File: src/rtl/ctrl_seq_pkg.sv
// Shared types and constants for the ctrl_seq_unit sequencer/decoder.
// States are one-hot so the state register doubles as the fsm_state output.
package ctrl_seq_pkg;

    localparam logic [5:0] OhIdle   = 6'b000001;
    localparam logic [5:0] OhFetch  = 6'b000010;
    localparam logic [5:0] OhDecode = 6'b000100;
    localparam logic [5:0] OhExec   = 6'b001000;
    localparam logic [5:0] OhWb     = 6'b010000;
    localparam logic [5:0] OhHalt   = 6'b100000;

    typedef enum logic [5:0] {
        StIdle   = OhIdle,
        StFetch  = OhFetch,
        StDecode = OhDecode,
        StExec   = OhExec,
        StWb     = OhWb,
        StHalt   = OhHalt
    } state_e;

    typedef enum logic [1:0] {
        ClsAlu     = 2'd0,
        ClsJump    = 2'd1,
        ClsIllegal = 2'd2
    } cls_e;

    // Single-op sub-op field [9:7]
    localparam logic [2:0] SubRrc  = 3'd0;
    localparam logic [2:0] SubSwpb = 3'd1;
    localparam logic [2:0] SubRra  = 3'd2;
    localparam logic [2:0] SubSxt  = 3'd3;
    localparam logic [2:0] SubPush = 3'd4;
    localparam logic [2:0] SubCall = 3'd5;

    // ALU op codes issued for single-ops
    localparam int unsigned OpRrc   = 'h10;
    localparam int unsigned OpRrcB  = 'h11;
    localparam int unsigned OpSwpb  = 'h12;
    localparam int unsigned OpRra   = 'h13;
    localparam int unsigned OpRraB  = 'h14;
    localparam int unsigned OpSxt   = 'h15;
    localparam int unsigned OpPush  = 'h16;
    localparam int unsigned OpPushB = 'h17;
    localparam int unsigned OpCall  = 'h18;

    // Double-ops: op_code = opcode nibble - OpDoubleBase
    localparam int unsigned OpDoubleBase = 4;
    localparam int unsigned OpCmp        = 'h05;
    localparam int unsigned OpBit        = 'h07;

    localparam logic [2:0] CondJne = 3'd0;
    localparam logic [2:0] CondJeq = 3'd1;
    localparam logic [2:0] CondJnc = 3'd2;
    localparam logic [2:0] CondJc  = 3'd3;
    localparam logic [2:0] CondJn  = 3'd4;
    localparam logic [2:0] CondJge = 3'd5;
    localparam logic [2:0] CondJl  = 3'd6;
    localparam logic [2:0] CondJmp = 3'd7;

    localparam int unsigned SpIdx = 1;

    // flags are {V,N,Z,C}
    function automatic logic cond_taken(input logic [2:0] cond, input logic [3:0] flags);
        logic v, n, z, c, taken;
        {v, n, z, c} = flags;
        case (cond)
            CondJne: taken = !z;
            CondJeq: taken = z;
            CondJnc: taken = !c;
            CondJc:  taken = c;
            CondJn:  taken = n;
            CondJge: taken = (n == v);
            CondJl:  taken = (n != v);
            CondJmp: taken = 1'b1;
            default: taken = 1'b1;
        endcase
        return taken;
    endfunction

endpackage

File: src/rtl/ctrl_seq_decode.sv
// Combinational instruction decode: IR to class, op_code, register addresses,
// branch offset and byte mode. Fields that do not apply to a class decode to zero.
module ctrl_seq_decode
    import ctrl_seq_pkg::*;
#(
    parameter int unsigned INSTR_W = 16,
    parameter int unsigned PC_W    = 16,
    parameter int unsigned REG_AW  = 4,
    parameter int unsigned OP_W    = 5
) (
    input  logic [INSTR_W-1:0] ir_i,
    output cls_e               cls_o,
    output logic [OP_W-1:0]    op_o,
    output logic [REG_AW-1:0]  src_o,
    output logic [REG_AW-1:0]  dst_o,
    output logic [REG_AW-1:0]  wr_o,
    output logic [PC_W-1:0]    offset_o,
    output logic               byte_o,
    output logic [2:0]         cond_o
);

    logic signed [10:0] jmp_off;
    logic [REG_AW-1:0]  reg_lo;
    logic [REG_AW-1:0]  reg_hi;
    logic [2:0]         sub_op;

    // Word offset scaled to bytes; the signed cast below sign-extends to PC_W
    assign jmp_off = signed'({ir_i[9:0], 1'b0});
    assign reg_lo  = REG_AW'(ir_i[3:0]);
    assign reg_hi  = REG_AW'(ir_i[11:8]);
    assign sub_op  = ir_i[9:7];
    assign cond_o  = ir_i[12:10];

    always_comb begin
        cls_o    = ClsIllegal;
        op_o     = '0;
        src_o    = '0;
        dst_o    = '0;
        wr_o     = '0;
        offset_o = '0;
        byte_o   = 1'b0;

        if (ir_i[15:13] == 3'b001) begin
            cls_o    = ClsJump;
            offset_o = PC_W'(jmp_off);
        end else if (ir_i[15:10] == 6'b000100) begin
            cls_o  = ClsAlu;
            byte_o = ir_i[6];
            dst_o  = reg_lo;
            wr_o   = reg_lo;
            case (sub_op)
                SubRrc:  op_o = OP_W'(ir_i[6] ? OpRrcB : OpRrc);
                SubSwpb: op_o = OP_W'(OpSwpb);
                SubRra:  op_o = OP_W'(ir_i[6] ? OpRraB : OpRra);
                SubSxt:  op_o = OP_W'(OpSxt);
                SubPush: begin
                    op_o  = OP_W'(ir_i[6] ? OpPushB : OpPush);
                    src_o = reg_lo;
                    dst_o = '0;
                    wr_o  = REG_AW'(SpIdx);
                end
                SubCall: begin
                    op_o = OP_W'(OpCall);
                    wr_o = REG_AW'(SpIdx);
                end
                default: begin
                    // RETI and sub-op 7 are not supported
                    cls_o  = ClsIllegal;
                    byte_o = 1'b0;
                    dst_o  = '0;
                    wr_o   = '0;
                end
            endcase
        end else if (ir_i[15:12] >= 4'h4) begin
            cls_o  = ClsAlu;
            op_o   = OP_W'(ir_i[15:12] - 4'(OpDoubleBase));
            src_o  = reg_hi;
            dst_o  = reg_lo;
            wr_o   = reg_lo;
            byte_o = ir_i[6];
        end
    end

endmodule

File: src/rtl/ctrl_seq_unit.sv
// Multi-cycle fetch/decode/exec/writeback sequencer for the MSP430-style core.
// Define CTRL_SINGLE_STEP_EN to add a step input and halt after every instruction.
module ctrl_seq_unit
    import ctrl_seq_pkg::*;
#(
    parameter int unsigned INSTR_W = 16,
    parameter int unsigned PC_W    = 16,
    parameter int unsigned REG_AW  = 4,
    parameter int unsigned OP_W    = 5
) (
    input  logic               clk,
    input  logic               rst,
`ifdef CTRL_SINGLE_STEP_EN
    input  logic               step,
`endif
    input  logic [INSTR_W-1:0] instr,
    input  logic               instr_valid,
    output logic               fetch_req,
    input  logic [3:0]         flags,
    output logic               pc_inc,
    output logic               branch_en,
    output logic [PC_W-1:0]    pc_offset,
    output logic [REG_AW-1:0]  src_reg,
    output logic [REG_AW-1:0]  dst_reg,
    output logic [REG_AW-1:0]  wr_reg,
    output logic               wr_en,
    output logic [OP_W-1:0]    op_code,
    output logic               byte_mode,
    output logic               illegal,
    output logic [5:0]         fsm_state
);

    if (INSTR_W != 16) begin : g_instr_w_check
        $error("ctrl_seq_unit: only INSTR_W == 16 is supported");
    end
    if (PC_W < 11) begin : g_pc_w_check
        $error("ctrl_seq_unit: PC_W must be at least 11");
    end

    state_e              state_q, state_d;
    state_e              done_st;
    logic [INSTR_W-1:0]  ir_q, ir_d;
    cls_e                cls_q, cls_d;
    logic [2:0]          cond_q, cond_d;
    logic [OP_W-1:0]     op_q, op_d;
    logic [REG_AW-1:0]   src_q, src_d;
    logic [REG_AW-1:0]   dst_q, dst_d;
    logic [REG_AW-1:0]   wr_q, wr_d;
    logic [PC_W-1:0]     off_q, off_d;
    logic                byte_q, byte_d;
    logic                no_write;

    cls_e                dec_cls;
    logic [OP_W-1:0]     dec_op;
    logic [REG_AW-1:0]   dec_src, dec_dst, dec_wr;
    logic [PC_W-1:0]     dec_off;
    logic                dec_byte;
    logic [2:0]          dec_cond;

    ctrl_seq_decode #(
        .INSTR_W (INSTR_W),
        .PC_W    (PC_W),
        .REG_AW  (REG_AW),
        .OP_W    (OP_W)
    ) u_decode (
        .ir_i     (ir_q),
        .cls_o    (dec_cls),
        .op_o     (dec_op),
        .src_o    (dec_src),
        .dst_o    (dec_dst),
        .wr_o     (dec_wr),
        .offset_o (dec_off),
        .byte_o   (dec_byte),
        .cond_o   (dec_cond)
    );

    // Where the FSM goes once an instruction has finished
`ifdef CTRL_SINGLE_STEP_EN
    assign done_st = StHalt;
`else
    assign done_st = StFetch;
`endif

    assign no_write = (op_q == OP_W'(OpCmp)) || (op_q == OP_W'(OpBit));

    always_comb begin
        state_d   = state_q;
        ir_d      = ir_q;
        cls_d     = cls_q;
        cond_d    = cond_q;
        op_d      = op_q;
        src_d     = src_q;
        dst_d     = dst_q;
        wr_d      = wr_q;
        off_d     = off_q;
        byte_d    = byte_q;
        fetch_req = 1'b0;
        pc_inc    = 1'b0;
        branch_en = 1'b0;
        wr_en     = 1'b0;
        illegal   = 1'b0;

        unique case (state_q)
            StIdle: state_d = StFetch;
            StFetch: begin
                fetch_req = 1'b1;
                if (instr_valid) begin
                    ir_d    = instr;
                    pc_inc  = 1'b1;
                    state_d = StDecode;
                end
            end
            StDecode: begin
                if (dec_cls == ClsIllegal) begin
                    // Visible outputs keep the last legal instruction's values
                    illegal = 1'b1;
                    state_d = done_st;
                end else begin
                    cls_d   = dec_cls;
                    cond_d  = dec_cond;
                    op_d    = dec_op;
                    src_d   = dec_src;
                    dst_d   = dec_dst;
                    wr_d    = dec_wr;
                    off_d   = dec_off;
                    byte_d  = dec_byte;
                    state_d = StExec;
                end
            end
            StExec: begin
                if (cls_q == ClsJump) begin
                    branch_en = cond_taken(cond_q, flags);
                    state_d   = done_st;
                end else if (no_write) begin
                    state_d = done_st;
                end else begin
                    state_d = StWb;
                end
            end
            StWb: begin
                wr_en   = 1'b1;
                state_d = done_st;
            end
            StHalt: begin
`ifdef CTRL_SINGLE_STEP_EN
                if (step) begin
                    state_d = StFetch;
                end
`else
                state_d = StIdle;
`endif
            end
            default: state_d = StIdle;
        endcase
    end

    always_ff @(posedge clk or posedge rst) begin
        if (rst) begin
            state_q <= StIdle;
            ir_q    <= '0;
            cls_q   <= ClsAlu;
            cond_q  <= '0;
            op_q    <= '0;
            src_q   <= '0;
            dst_q   <= '0;
            wr_q    <= '0;
            off_q   <= '0;
            byte_q  <= 1'b0;
        end else begin
            state_q <= state_d;
            ir_q    <= ir_d;
            cls_q   <= cls_d;
            cond_q  <= cond_d;
            op_q    <= op_d;
            src_q   <= src_d;
            dst_q   <= dst_d;
            wr_q    <= wr_d;
            off_q   <= off_d;
            byte_q  <= byte_d;
        end
    end

    assign fsm_state = state_q;
    assign op_code   = op_q;
    assign src_reg   = src_q;
    assign dst_reg   = dst_q;
    assign wr_reg    = wr_q;
    assign pc_offset = off_q;
    assign byte_mode = byte_q;

endmodule

File: config.mk
export PLATFORM = sky130hd
export DESIGN_NAME = ctrl_seq_unit
export DESIGN_NICKNAME = d
export VERILOG_FILES = /design/src/rtl/ctrl_seq_pkg.sv /design/src/rtl/ctrl_seq_decode.sv /design/src/rtl/ctrl_seq_unit.sv
export SDC_FILE = /design/constraint.sdc
export NUM_CORES = 1
export LEC_CHECK = 0
export BUFFER_PORTS_ARGS = -buffer_cell sky130_fd_sc_hd__buf_2
export CORE_ASPECT_RATIO = 1.1
export CORE_MARGIN = 5
export CORE_UTILIZATION = 54
export CTS_CLUSTER_SIZE = 10
export DETAILED_ROUTE_END_ITERATION = 16
export HOLD_SLACK_MARGIN = 0.02
export PLACE_DENSITY = 0.91
export SLEW_MARGIN = 0
export SYNTH_ARGS = -nofsm -noshare
export SYNTH_HDL_FRONTEND = slang
export SYNTH_SLANG_ARGS = --single-unit
File: constraint.sdc
create_clock -name clk -period 4.7 [get_ports clk]
set_input_delay 0 -clock clk [delete_from_list [all_inputs] [get_ports clk]]
set_output_delay 0 -clock clk [all_outputs]
set_load 0.05 [all_outputs]
## Word-level counts from Yosys, hierarchy flattened

Cells that the tools add are included.

- Register bits: 61
- Input bits: 23
- Output and inout port bits: 45
- Word-level logic and storage cells: 92

- $add $sub $neg: 1
- Magnitude comparators: 1
- Equal/unequal tests: 26
- Mux-type cells: 41
- Bitwise logic cells: 1
- Reductions and logical operators: 12

Operators by type and width:

| operator | number |
|---|---|
| $mux 4 | 11 |
| $pmux 5 s6 | 1 |
| $mux 5 | 5 |
| $pmux 6 s4 | 1 |
| $eq 3x3->1 const B | 6 |
| $mux 16 | 1 |
| $mux 1 | 14 |
| $eq 3x2->1 const B | 4 |
| $eq 6x3->1 const B | 2 |
| $eq 5x3->1 const B | 2 |
| $eq 3x1->1 const B | 3 |
| $mux 2 | 4 |
| $pmux 1 s8 | 1 |
| $pmux 4 s2 | 1 |
| $eq 6x1->1 const B | 1 |
| $eq 6x2->1 const B | 1 |
| $eq 6x4->1 const B | 1 |
| $eq 6x5->1 const B | 1 |
| $logic_not 3->1 | 2 |
| $mux 6 | 1 |
| $reduce_or 6->1 | 1 |
| $reduce_or 5->1 | 1 |
| $sub 4x3->5 const B | 1 |
| $ge 4x3->1 const B | 1 |
| other kinds (12) | 15 |

## Longest topological paths before layout

Gate-level depths: netlist (run 1).

- Depth after elaboration: 8
- Gate-level depth with buffers: 7
- Mapped depth without buffers: 5

## Modules after synthesis

From an unflattened synthesis (run 1), not the netlist that was laid out.

- Cell total of the unflattened synthesis: 240
- Area, all modules: 3,014.1 µm²

By module, submodules not included:

| module | instances | cells an instance | area an instance (µm²) | seq. area each (µm²) |
|---|---|---|---|---|
| ctrl_seq_unit | 1 | 166 | 2,533.7 | 1,502.7 |
| ctrl_seq_decode | 1 | 74 | 480.5 | 0.0 |

## Worst setup path before layout (run 1)

OpenSTA, ideal clock, no wires.

- Path kind: register -> register
- From: reg state_q[2], in the netlist fsm_state[2]
- To: reg ir_q[4]
- Setup time: 0.125 ns
- Arrival time: 2.271 ns
- Required time: 4.575 ns
- Setup slack: 2.304 ns
- Stages on the path, launching flop included: 7
- Buffers on the path: 2
- Period minus slack after synthesis: 2.396 ns
- Cell sequence: dfrtp_1 -> or4b_4 -> nor2_8 -> and2_4 -> buf_12 -> buf_12 -> mux2_4

- Cells in the longest elaborated chain, start to end: 2

Ends and longest elaborated chain:

| what | RTL line | RTL |
|---|---|---|
| start: declaration | ctrl_seq_unit.sv:40 | `state_e state_q, state_d;` |
| start signal: assignment | ctrl_seq_unit.sv:159 | `state_q <= StIdle;` |
| start signal: assignment | ctrl_seq_unit.sv:170 | `state_q <= state_d;` |
| $eq 6x2->1 | ctrl_seq_unit.sv:103 | `unique case (state_q)` |
| $reduce_and 2->1 (no source line) | n/a |  |
| end signal: assignment | ctrl_seq_unit.sv:171 | `ir_q <= ir_d;` |
| end: declaration | ctrl_seq_unit.sv:42 | `logic [INSTR_W-1:0] ir_q, ir_d;` |

Every way passes these cells.
A chain may end at the register's enable or synchronous reset.

## Worst setup path in the final report (run 1)

- From: reg ir_q[15]
- To: reg cond_q[0]

- Cells in the longest elaborated chain, start to end: 7
- Elaborated cells between the ends (all ways): 9
- Classes of those cells: order compare: 1; eq/ne: 3; mux: 3; bitwise: 1; reduce/logical: 1

Ends and longest elaborated chain:

| what | RTL line | RTL |
|---|---|---|
| $ge 4x3->1 | ctrl_seq_decode.sv:74 | `end else if (ir_i[15:12] >= 4'h4) begin` |
| $mux 2 | ctrl_seq_decode.sv:74 |  |
| $mux 2 | ctrl_seq_decode.sv:46 | `end else if (ir_i[15:10] == 6'b000100) begin` |
| $mux 2 * | ctrl_seq_decode.sv:43 | `if (ir_i[15:13] == 3'b001) begin` |
| $eq 2x2->1 * | ctrl_seq_unit.sv:114 | `if (dec_cls == ClsIllegal) begin` |
| $not 1->1 (no source line) * | n/a |  |
| $reduce_and 2->1 (no source line) * | n/a |  |
| end signal: assignment | ctrl_seq_unit.sv:173 | `cond_q <= cond_d;` |
| end: declaration | ctrl_seq_unit.sv:44 | `logic [2:0] cond_q, cond_d;` |

Mark *: on every way between the ends. The rest lies on a longest branch, timed or not.

==> run metrics, run 1 <==
Final Net Count 320; total track usage 0.211; cell row count 26; TritonCTS Buffers 5; CP max stage delay 0.86 ns; DRT iter0 DRCs 137; Fmax 327 MHz; final setup vio count 0; largest family of logic cells by synthesized area compound AO/OA/AOI/OAI gates; quantity of I/O buffers inserted on ports 65; Data required, critical path 4.90 ns; post-synthesis mux area share 0.0868; flop2flop setup slack 1.64 ns; initial core utilization 0.555; Post-synth EDFFs 0; drt first pass iters 4; global-route wire length before repair 9980 um; vias in the first global route 2,005; io pins 68; hold_buf cts 17; die height 82.3 um; CP Data Arrival Time 3.26 ns; max reg flops 16; Synth Area in Adders 0; largest net degree at the start of global routing 55; xor and xnor area share after synthesis 0.00341; vias per cell 5.94; Max IR drop VDD 0.458 mV; CTS tree built; Compound-Gate Fraction of Synth Area 0.188; RePlAce Congestion 0.931; #FFs+latches synth 54; Worst Clk Skew 0.0127 ns; initial antenna violation count 0; CTS clk-pin slew, worst paths 0.10 ns; fin crit share 0.651; post-synthesis sequential area ratio 0.527; Die Area 6230 um^2; crit path to cond_q[0]$_DFFE_PP0P_; DRC viols 0; share of cells above drive strength 1 0.349; Root Driver clkbuf_8; synth unique cells 53; clock buffer depth 2; clock latency on the worst-skew pair 0.31 ns; top_reg_cell synth dfrtp_1; post-synthesis simple-gate area fraction 0.126; R2R depth 5; Synth async-reset ratio 1.00; Worst Setup End Kind flip-flop; actual slew at the worst max-slew pin 1.08 ns; Chip Width 75.7 um; instance count on the critical path 5; max-cap violation count 0; status finished clean; Synth Area per Inst 11.3 um^2; Max Slew Vio Count 0; hold path depth 3; Hold/Removal Path Class input pin to flip-flop; commonest non-fill, non-tap cell in the layout buf_2; CP top delay family simple AND/OR/NAND/NOR gates; TNS Setup 0 ns; postcts setup bufs 0; via count 2,104; GRT overflow 0; drt total wl 6060 um; endpoints failing hold 0; Bufs and invs on worst path 1; synthesis warning total 0; crit-path cells or2_1 -> a211oi_2 -> nand2b_1 -> inv_2 -> mux2_2; dpl hpwl 4210 um; Biggest register ir_q; Design Power 2.31 mW; Area Growth Syn to Fin 21.1%; most frequent cells in the layout 65 x buf_2, 53 x dfrtp_1, 30 x o21ai_0; post-cts sizing count 0; core area 4620 um^2; crit path max-delay cell type nand2b_1; Final ANT Viol Nets 0; min cycle time layout 3.06 ns; worst-path maximum fanout 26; Finished Layout Cells 354; R2R Path Start ir_q[15]$_DFFE_PP0P_; critical setup path kind flip-flop to flip-flop; Setup crit start kind flip-flop; Placed Cells 329; synthesized netlist cell count 226; RSZ-0062 raised after global routing no; Reg2Reg Capture Point cond_q[0]$_DFFE_PP0P_; synthesized area 2560 um^2; Wirelength per Cell 17.1 um; Ant. Diodes 0; CP startpoint ir_q[15]$_DFFE_PP0P_; leak pwr 1.53 nW; CTS Sinks 54; Power Dens Cells 743 nW/um^2; Slew HR 0.282; H-tree depth 2
[final cells by class]
type                       instances  area, um^2
clock inverter                     1        8.76
timing repair buffer              83         503
multi-input combinational        145        1040
inverter                           8        30.0
clock buffer                       7        96.3
sequential                        54        1350
tap                               56        70.1
fill                             359        1510
[routing by layer]
layer,GRT usage,vias up,share of wire
met4,0.0664,0,0.019
li1,-,958,-
met3,0.0387,12,0.078
met5,0,-,0
met1,0.282,1031,0.38
met2,0.347,103,0.52
[cell usage after synthesis, drive strengths merged (2+ instances only)]
| cell type | instances | share of area |
|---|---|---|
| nor2 | 8 | 0.018 |
| nor3 | 5 | 0.0098 |
| and3b | 2 | 0.0073 |
| or2 | 2 | 0.0049 |
| and3 | 2 | 0.0054 |
| o41ai | 2 | 0.0068 |
| nor2b | 3 | 0.0073 |
| a211oi | 2 | 0.0078 |
| clkbuf | 4 | 0.0059 |
| nand3 | 8 | 0.016 |
| dfrtp | 53 | 0.52 |
| a22o | 14 | 0.048 |
| buf | 16 | 0.049 |
| o31ai | 7 | 0.020 |
| nand2b | 5 | 0.012 |
| mux2 | 17 | 0.079 |
| o21ai | 30 | 0.059 |
| a21oi | 6 | 0.012 |
| or4b | 2 | 0.0093 |
| inv | 8 | 0.012 |
| nand2 | 6 | 0.0088 |
| and2 | 4 | 0.011 |
| mux2i | 2 | 0.0078 |
| o2bb2ai | 2 | 0.0068 |
[per-stage QoR]
stage | hold slack (ns) | cell area, um^2 | worst slack [ns] | utilization
after CTS | 0.0456 | 3110 | 1.68 | 0.672
after detailed placement | 0.235 | 2830 | 1.70 | 0.613
after floorplan | 0.139 | 2570 | 2.30 | -
after global routing | 0.0513 | 3110 | 1.36 | 0.672
final | 0.0448 | 3110 | 1.64 | 0.672
after global placement | 0.230 | 2830 | 1.86 | 0.613
[where the power goes]
part           switching (mW)  internal, mW
combinational           0.799         0.357
clock                   0.146         0.135
sequential              0.213         0.656
total                    1.16          1.15
[worst reg2reg max path, cell delays in order (launching register included)]
cell,delay (ns)
dfrtp_1,0.42
or2_1,0.39
a211oi_2,0.71
nand2b_1,0.86
inv_2,0.23
mux2_2,0.35
[cell families after synthesis]
group                  after synthesis
AO/OA/AOI/OAI                       72
flip-flops                          54
AND/OR/NAND/NOR                     51
buffers and inverters               28
multiplexers                        19
XOR/XNOR                             1
other                                1
[how the worst min path moves through the flow]
stage | startpoint | to | slack (ns)
after floorplan | instr[0] | ir_q[0]$_DFFE_PP0P_ | 0.14
final | instr_valid | ir_q[13]$_DFFE_PP0P_ | 0.04
after global placement | instr[1] | ir_q[1]$_DFFE_PP0P_ | 0.23
after global routing | instr_valid | ir_q[13]$_DFFE_PP0P_ | 0.05
after detailed placement | instr[1] | ir_q[1]$_DFFE_PP0P_ | 0.24
after CTS | instr_valid | ir_q[13]$_DFFE_PP0P_ | 0.05
Power figures use the tool's default switching activity.
==> run 2, diff against run 1 <==
--- a/config.mk
+++ b/config.mk
@@ -5,14 +5,15 @@
 export SDC_FILE = /design/constraint.sdc
 export NUM_CORES = 1
 export LEC_CHECK = 0
+export ABC_AREA = 1
 export BUFFER_PORTS_ARGS = -buffer_cell sky130_fd_sc_hd__buf_2
 export CORE_ASPECT_RATIO = 1.1
 export CORE_MARGIN = 5
-export CORE_UTILIZATION = 54
+export CORE_UTILIZATION = 53
 export CTS_CLUSTER_SIZE = 10
 export DETAILED_ROUTE_END_ITERATION = 16
 export HOLD_SLACK_MARGIN = 0.02
-export PLACE_DENSITY = 0.91
+export PLACE_DENSITY = 0.88
 export SLEW_MARGIN = 0
 export SYNTH_ARGS = -nofsm -noshare
 export SYNTH_HDL_FRONTEND = slang
==> constraint.sdc (replaced) <==
create_clock -name clk -period 2.95 [get_ports clk]
set_input_delay 0 -clock clk [delete_from_list [all_inputs] [get_ports clk]]
set_output_delay 0 -clock clk [all_outputs]
set_load 0.05 [all_outputs]
==> run 2 against run 1 <==
Effect of this change:
- clock-buffer cell count fell by 2
- sequential share of layout area down 3.3 points
- sequential cell count unchanged
- die area grew 11%
- clock power up 77%
- power up 66%
- hold slack better by 0.38 ns
- final area grew 8.2%
==> run metrics, run 2 <==
status finished clean; R2R Path Start ir_q[15]$_DFFE_PP0P_; drt total wl 6290 um; Worst Setup End Kind flip-flop; Final ANT Viol Nets 0; P_sw 2.05 mW; CTS tree built; synthesized netlist cell count 370; top_reg_cell synth dfrtp_1; P_int 1.78 mW; cell taking the most area after synthesis dfrtp_1; sequential share of power 0.349; die height 86.6 um; flop2flop setup slack 0.81 ns; Slew HR 0.282; Synth Area per Inst 7.65 um^2; Hold/Removal Path Class input pin to flip-flop; GRT overflow 0; Reg2Reg Capture Point op_code[0]$_DFFE_PP0P_; clock latency on the worst-skew pair 0.31 ns; commonest cells in the netlist 160 x nand2_1, 53 x dfrtp_1, 36 x inv_1; Final Net Count 465; postcts setup bufs 0; most frequent cells in the layout 160 x nand2_1, 65 x buf_2, 53 x dfrtp_1; final setup vio count 0; hold_sp instr[3]; Max Slew Vio Count 0; Biggest register ir_q; quantity of I/O buffers inserted on ports 65; global-route wire length before repair 11,100 um; share of cells above drive strength 1 0.203; initial antenna violation count 0; synthesis warning total 0; worst-path maximum fanout 33; cell row count 28; dpl hpwl 4550 um; Power Dens Cells 1140 nW/um^2; Max IR drop VDD 0.503 mV; critical setup path kind flip-flop to flip-flop; Ant. Diodes 0; RePlAce Congestion 0.939; max reg flops 16; Placed Cells 492; max-cap violation count 0; hold path depth 4; Synth top area share 0.469; vias in the first global route 2,477; core area 5290 um^2; Design Area, Final 3360 um^2; Finished Layout Cells 518; Post-synth EDFFs 0; largest net degree at the start of global routing 55; TNS Setup 0 ns; actual slew at the worst max-slew pin 1.08 ns; TritonCTS Buffers 5; top cells by area, synth dfrtp_1 47%, nand2_1 21%, nand3_1 5.5%; CP Data Arrival Time 2.33 ns; Gate power share 0.521; DRT iter0 DRCs 190; Worst Clk Skew 0.00433 ns; commonest non-fill, non-tap cell in the layout nand2_1; Clk pwr share 0.130; placed cell areas 3070 um^2; drt first pass iters 4; fin crit share 0.724; Worst Hold End ir_q[3]$_DFFE_PP0P_; Data required, critical path 3.14 ns; CTS clk-pin slew, worst paths 0.10 ns; Fmax 468 MHz; H-tree depth 2; synthesized area 2830 um^2; min cycle time layout 2.14 ns; leak pwr 1.99 nW; via count 2,479; Die Area 6900 um^2; Synth async-reset ratio 1.00; CTS Sinks 54; RSZ-0062 raised after global routing no; top-count cell post-synth nand2_1; #FFs+latches synth 54; DRC viols 0; endpoints failing hold 0; Setup crit start kind flip-flop; total track usage 0.200; Design Power 3.83 mW; synth unique cells 30; post-synthesis sequential area ratio 0.478; Root Driver clkbuf_8; clock buffer depth 2; vias per cell 4.79; io pins 68; Chip Width 79.7 um; initial core utilization 0.535; switch share 0.534; R2R depth 6; Wirelength per Cell 12.1 um; Area Growth Syn to Fin 18.8%
==> run 2: changes by cell type in the layout (fill, tap and decap cells not counted), sizes merged, moves of 10 or more <==
cell   before  now
nand2       6  163
inv         8   39
nand3       8   33
mux2       17    0
a22o       14    0
nor2        8   21
o21ai      30   19
nand4       0   10
==> run 2: per-stage QoR <==
stage                     hold WS [ns]  setup WS, ns   util
after CTS                        0.420         0.843  0.635
after floorplan                  0.110         0.687      -
after global placement           0.195          1.02  0.580
after detailed placement         0.200         0.878  0.580
after global routing             0.433         0.629  0.635
final                            0.422         0.814  0.635
==> run 2: worst max path at each step <==
| stage | startpoint | end | depth (start not counted) |
|---|---|---|---|
| finish | ir_q[15]$_DFFE_PP0P_ | op_code[0]$_DFFE_PP0P_ | 6 |
| CTS | ir_q[15]$_DFFE_PP0P_ | op_code[0]$_DFFE_PP0P_ | 6 |
| detailed placement | ir_q[15]$_DFFE_PP0P_ | op_code[0]$_DFFE_PP0P_ | 6 |
| global route | ir_q[15]$_DFFE_PP0P_ | op_code[0]$_DFFE_PP0P_ | 6 |
| floorplan | fsm_state[3]$_DFFE_PP0P_ | wr_en | 3 |
| global placement | ir_q[15]$_DFFE_PP0P_ | dst_reg[2]$_DFFE_PP0P_ | 6 |
==> run 2: logic make-up after synthesis <==
kind of cell,synth area share
AOI/OAI and AO/OA,0.0447
xor gates and xnor gates,0.00310
buffers and inverters,0.123
DFF,0.478
other,0.00133
and+or+nand+nor,0.350
==> run 2: power by group through the flow <==
stage	combinational, mW	clock [mW]	sequential [mW]
floorplan	1.14	0	1.84
global placement	1.94	0	1.33
detailed placement	1.98	0	1.34
CTS	2.00	0.509	1.33
global route	2.20	0.551	1.38
finish	2.00	0.498	1.34
==> run 2: cell type report <==
cell class                      count  area (um^2)
Clock inverter                      3         43.8
Multi-Input combinational cell    257         1130
Tap cell                           75         93.8
Sequential cell                    54         1350
Fill cell                         460         1930
Clock buffer                        5         68.8
Timing Repair Buffer               84          513
Inverter                           40          155
==> run 2: per-layer routing <==
| layer | vias up | track usage | share of wire | wire length (um) |
|---|---|---|---|---|
| li1 | 1280 | - | - | - |
| met1 | 1115 | 0.273 | 0.46 | 2860 |
| met2 | 71 | 0.325 | 0.47 | 2980 |
| met3 | 13 | 0.0291 | 0.049 | 307 |
| met4 | 0 | 0.0734 | 0.022 | 138 |
| met5 | - | 0 | 0 | 0 |
==> run 2: critical path, stage by stage (launching register included) <==
cell and delay (ns):
dfrtp_1 0.44, nor2_4 0.33, nand4_2 0.21, nand3_2 0.33
nand2_2 0.43, nand2_1 0.18, nand2_1 0.08
==> run 2: timing repair <==
item,in CTS,in global routing
gates resized for setup,0,0
endpoints found under the hold margin,71,0
hold buffers,18,0
==> run 3, diff against run 2 <==
--- a/config.mk
+++ b/config.mk
@@ -9,11 +9,11 @@
 export BUFFER_PORTS_ARGS = -buffer_cell sky130_fd_sc_hd__buf_2
 export CORE_ASPECT_RATIO = 1.1
 export CORE_MARGIN = 5
-export CORE_UTILIZATION = 53
+export CORE_UTILIZATION = 48
 export CTS_CLUSTER_SIZE = 10
 export DETAILED_ROUTE_END_ITERATION = 16
 export HOLD_SLACK_MARGIN = 0.02
-export PLACE_DENSITY = 0.88
+export PLACE_DENSITY = 0.85
 export SLEW_MARGIN = 0
 export SYNTH_ARGS = -nofsm -noshare
 export SYNTH_HDL_FRONTEND = slang
==> constraint.sdc (replaced) <==
create_clock -name clk -period 1.8 [get_ports clk]
set_input_delay 0 -clock clk [delete_from_list [all_inputs] [get_ports clk]]
set_output_delay 0 -clock clk [all_outputs]
set_load 0.05 [all_outputs]
==> run 3 against run 2 <==
Effect of this change:
- largest power group unchanged
- critical path depth did not move
- cell count rose by 2.5%
- critical path type is now flip-flop to output pin
- clock-buffer cell count rose by 1
- sequential share of layout area fell by 1.1 points
==> run metrics, run 3 (synthesis results as in run 2) <==
status finished clean; crit-path cells nor2_1 -> nand4_1 -> inv_2 -> nand4_1 -> inv_1 -> clkbuf_4; vias per cell 5.06; CTS Sinks 54; Reg2Reg Capture Point op_code[1]$_DFFE_PP0P_; CP startpoint fsm_state[1]$_DFFE_PP0P_; clock buffer depth 2; Worst Setup End Kind output pin; Worst Clk Skew 0.00873 ns; R2R Path Start ir_q[15]$_DFFE_PP0P_; worst-path maximum fanout 5; via count 2,687; Slew HR 0.630; Wirelength per Cell 13.1 um; dpl hpwl 4980 um; RePlAce Congestion 0.936; crit path max-delay cell type dfrtp_2; drt first pass iters 6; worst hold slack 0.278 ns; Ant. Diodes 0; Die Area 7530 um^2; max reg flops 16; DRT iter0 DRCs 295; Power Dens Cells 1820 nW/um^2; leak pwr 2.03 nW; final setup vio count 0; highest metal used met4; RSZ-0062 raised after global routing no; DRC viols 0; io pins 68; P_sw 3.44 mW; CTS clk-pin slew, worst paths 0.10 ns; initial antenna violation count 0; die height 90.5 um; Fmax 594 MHz; endpoints failing hold 0; quantity of I/O buffers inserted on ports 65; Final Net Count 476; Biggest register ir_q; initial core utilization 0.493; cell row count 29; Design Area, Final 3470 um^2; global-route wire length before repair 12,000 um; Max Slew Vio Count 0; drt total wl 6960 um; share of cells above drive strength 1 0.233; Design Power 6.33 mW; vias in the first global route 2,591; clock latency on the worst-skew pair 0.31 ns; Clk pwr share 0.104; crit path to illegal; H-tree depth 2; M1 WL 2870 um; critical setup path kind flip-flop to output pin; total track usage 0.190; CP max stage delay 0.45 ns; Met2 Wirelength 3350 um; Hold/Removal Path Class input pin to asynchronous set/reset pin; switch share 0.544; Root Driver clkbuf_8; Data required, critical path 1.80 ns; largest net degree at the start of global routing 34; dpl ws 0.151 ns; R2R depth 7; most frequent cells in the layout 160 x nand2_1, 62 x buf_2, 49 x dfrtp_1; CTS tree built; min cycle time layout 1.68 ns; Area Growth Syn to Fin 22.6%; CP Data Arrival Time 1.68 ns; fin crit share 0.935; Max IR drop VDD 0.822 mV; core area 5730 um^2; Chip Width 83.2 um; crit-path most repeated cell nand4_1; GRT overflow 0; Final ANT Viol Nets 0; Setup crit start kind flip-flop; sequential share of power 0.343; P_int 2.88 mW; Gate power share 0.553; max-cap violation count 0; flop2flop setup slack 0.16 ns; commonest non-fill, non-tap cell in the layout nand2_1; actual slew at the worst max-slew pin 0.554 ns; WL met3 482 um; setup ws final 0.118 ns; placed cell areas 3150 um^2; TritonCTS Buffers 5
==> run 3: cell count changes in the layout (fill, tap and decap cells not counted), moves of 3 or more <==
cell	previous run	this run
dfrtp_2	0	4
dfrtp_1	53	49
buf_4	1	11
o21ai_1	2	10
buf_2	65	62
o21ai_0	14	6
==> run 3: layer usage <==
layer	GRT usage	up-vias
met1	0.238	1228
li1	-	1306
met4	0.0708	0
met5	0	-
met2	0.322	122
met3	0.0365	31
==> run 3: repair_timing <==
action | in CTS | in global routing
pin swaps | 0 | 4
gates resized for setup | 1 | 8
buffers inserted | 0 | 3
endpoints found under the hold margin | 43 | 0
endpoints found under the setup margin | 1 | 6
cloned | 0 | 1
hold buffers | 18 | 0
==> run 3: power groups by stage <==
stage               clock (mW)  sequential (mW)  combinational [mW]
global placement             0             2.16                3.32
floorplan                    0             3.03                1.90
detailed placement           0             2.18                3.39
finish                   0.657             2.17                3.50
global route             0.730             2.24                3.81
CTS                      0.675             2.16                3.44
==> run 3: final cells by class <==
type                            instances  area (um^2)
Sequential cell                        54         1360
Clock buffer                            6         72.6
Tap cell                               77         96.3
Inverter                               40          163
Clock inverter                          2         13.8
Timing Repair inverter                  1         8.76
Timing Repair Buffer                   94          612
Fill cell                             533         2270
Multi-Input combinational cell        257         1140
==> run 3: how the worst min path moves through the flow <==
stage | to | cells past startpoint | startpoint
after floorplan | ir_q[15]$_DFFE_PP0P_ | 2 | instr[15]
after global placement | pc_offset[7]$_DFFE_PP0P_ | 2 | rst
after detailed placement | pc_offset[7]$_DFFE_PP0P_ | 2 | rst
after CTS | pc_offset[6]$_DFFE_PP0P_ | 3 | rst
after global routing | pc_offset[7]$_DFFE_PP0P_ | 3 | rst
final | pc_offset[7]$_DFFE_PP0P_ | 3 | rst
==> run 3: worst max-delay path: cells and delay by family, from the launching register on <==
kind                   cells  cell delay (ns)
and+or+nand+nor            3             0.47
buffers and inverters      3             0.46
DFF                        1             0.45
==> run 3: per-stage QoR <==
stage / std cells / util / TNS [ns]
finish: 531 / 0.605 / 0
global route: 531 / 0.605 / 0
CTS: 527 / 0.596 / 0
detailed placement: 501 / 0.549 / 0
global placement: 501 / 0.549 / 0
floorplan: 371 / - / -1.07
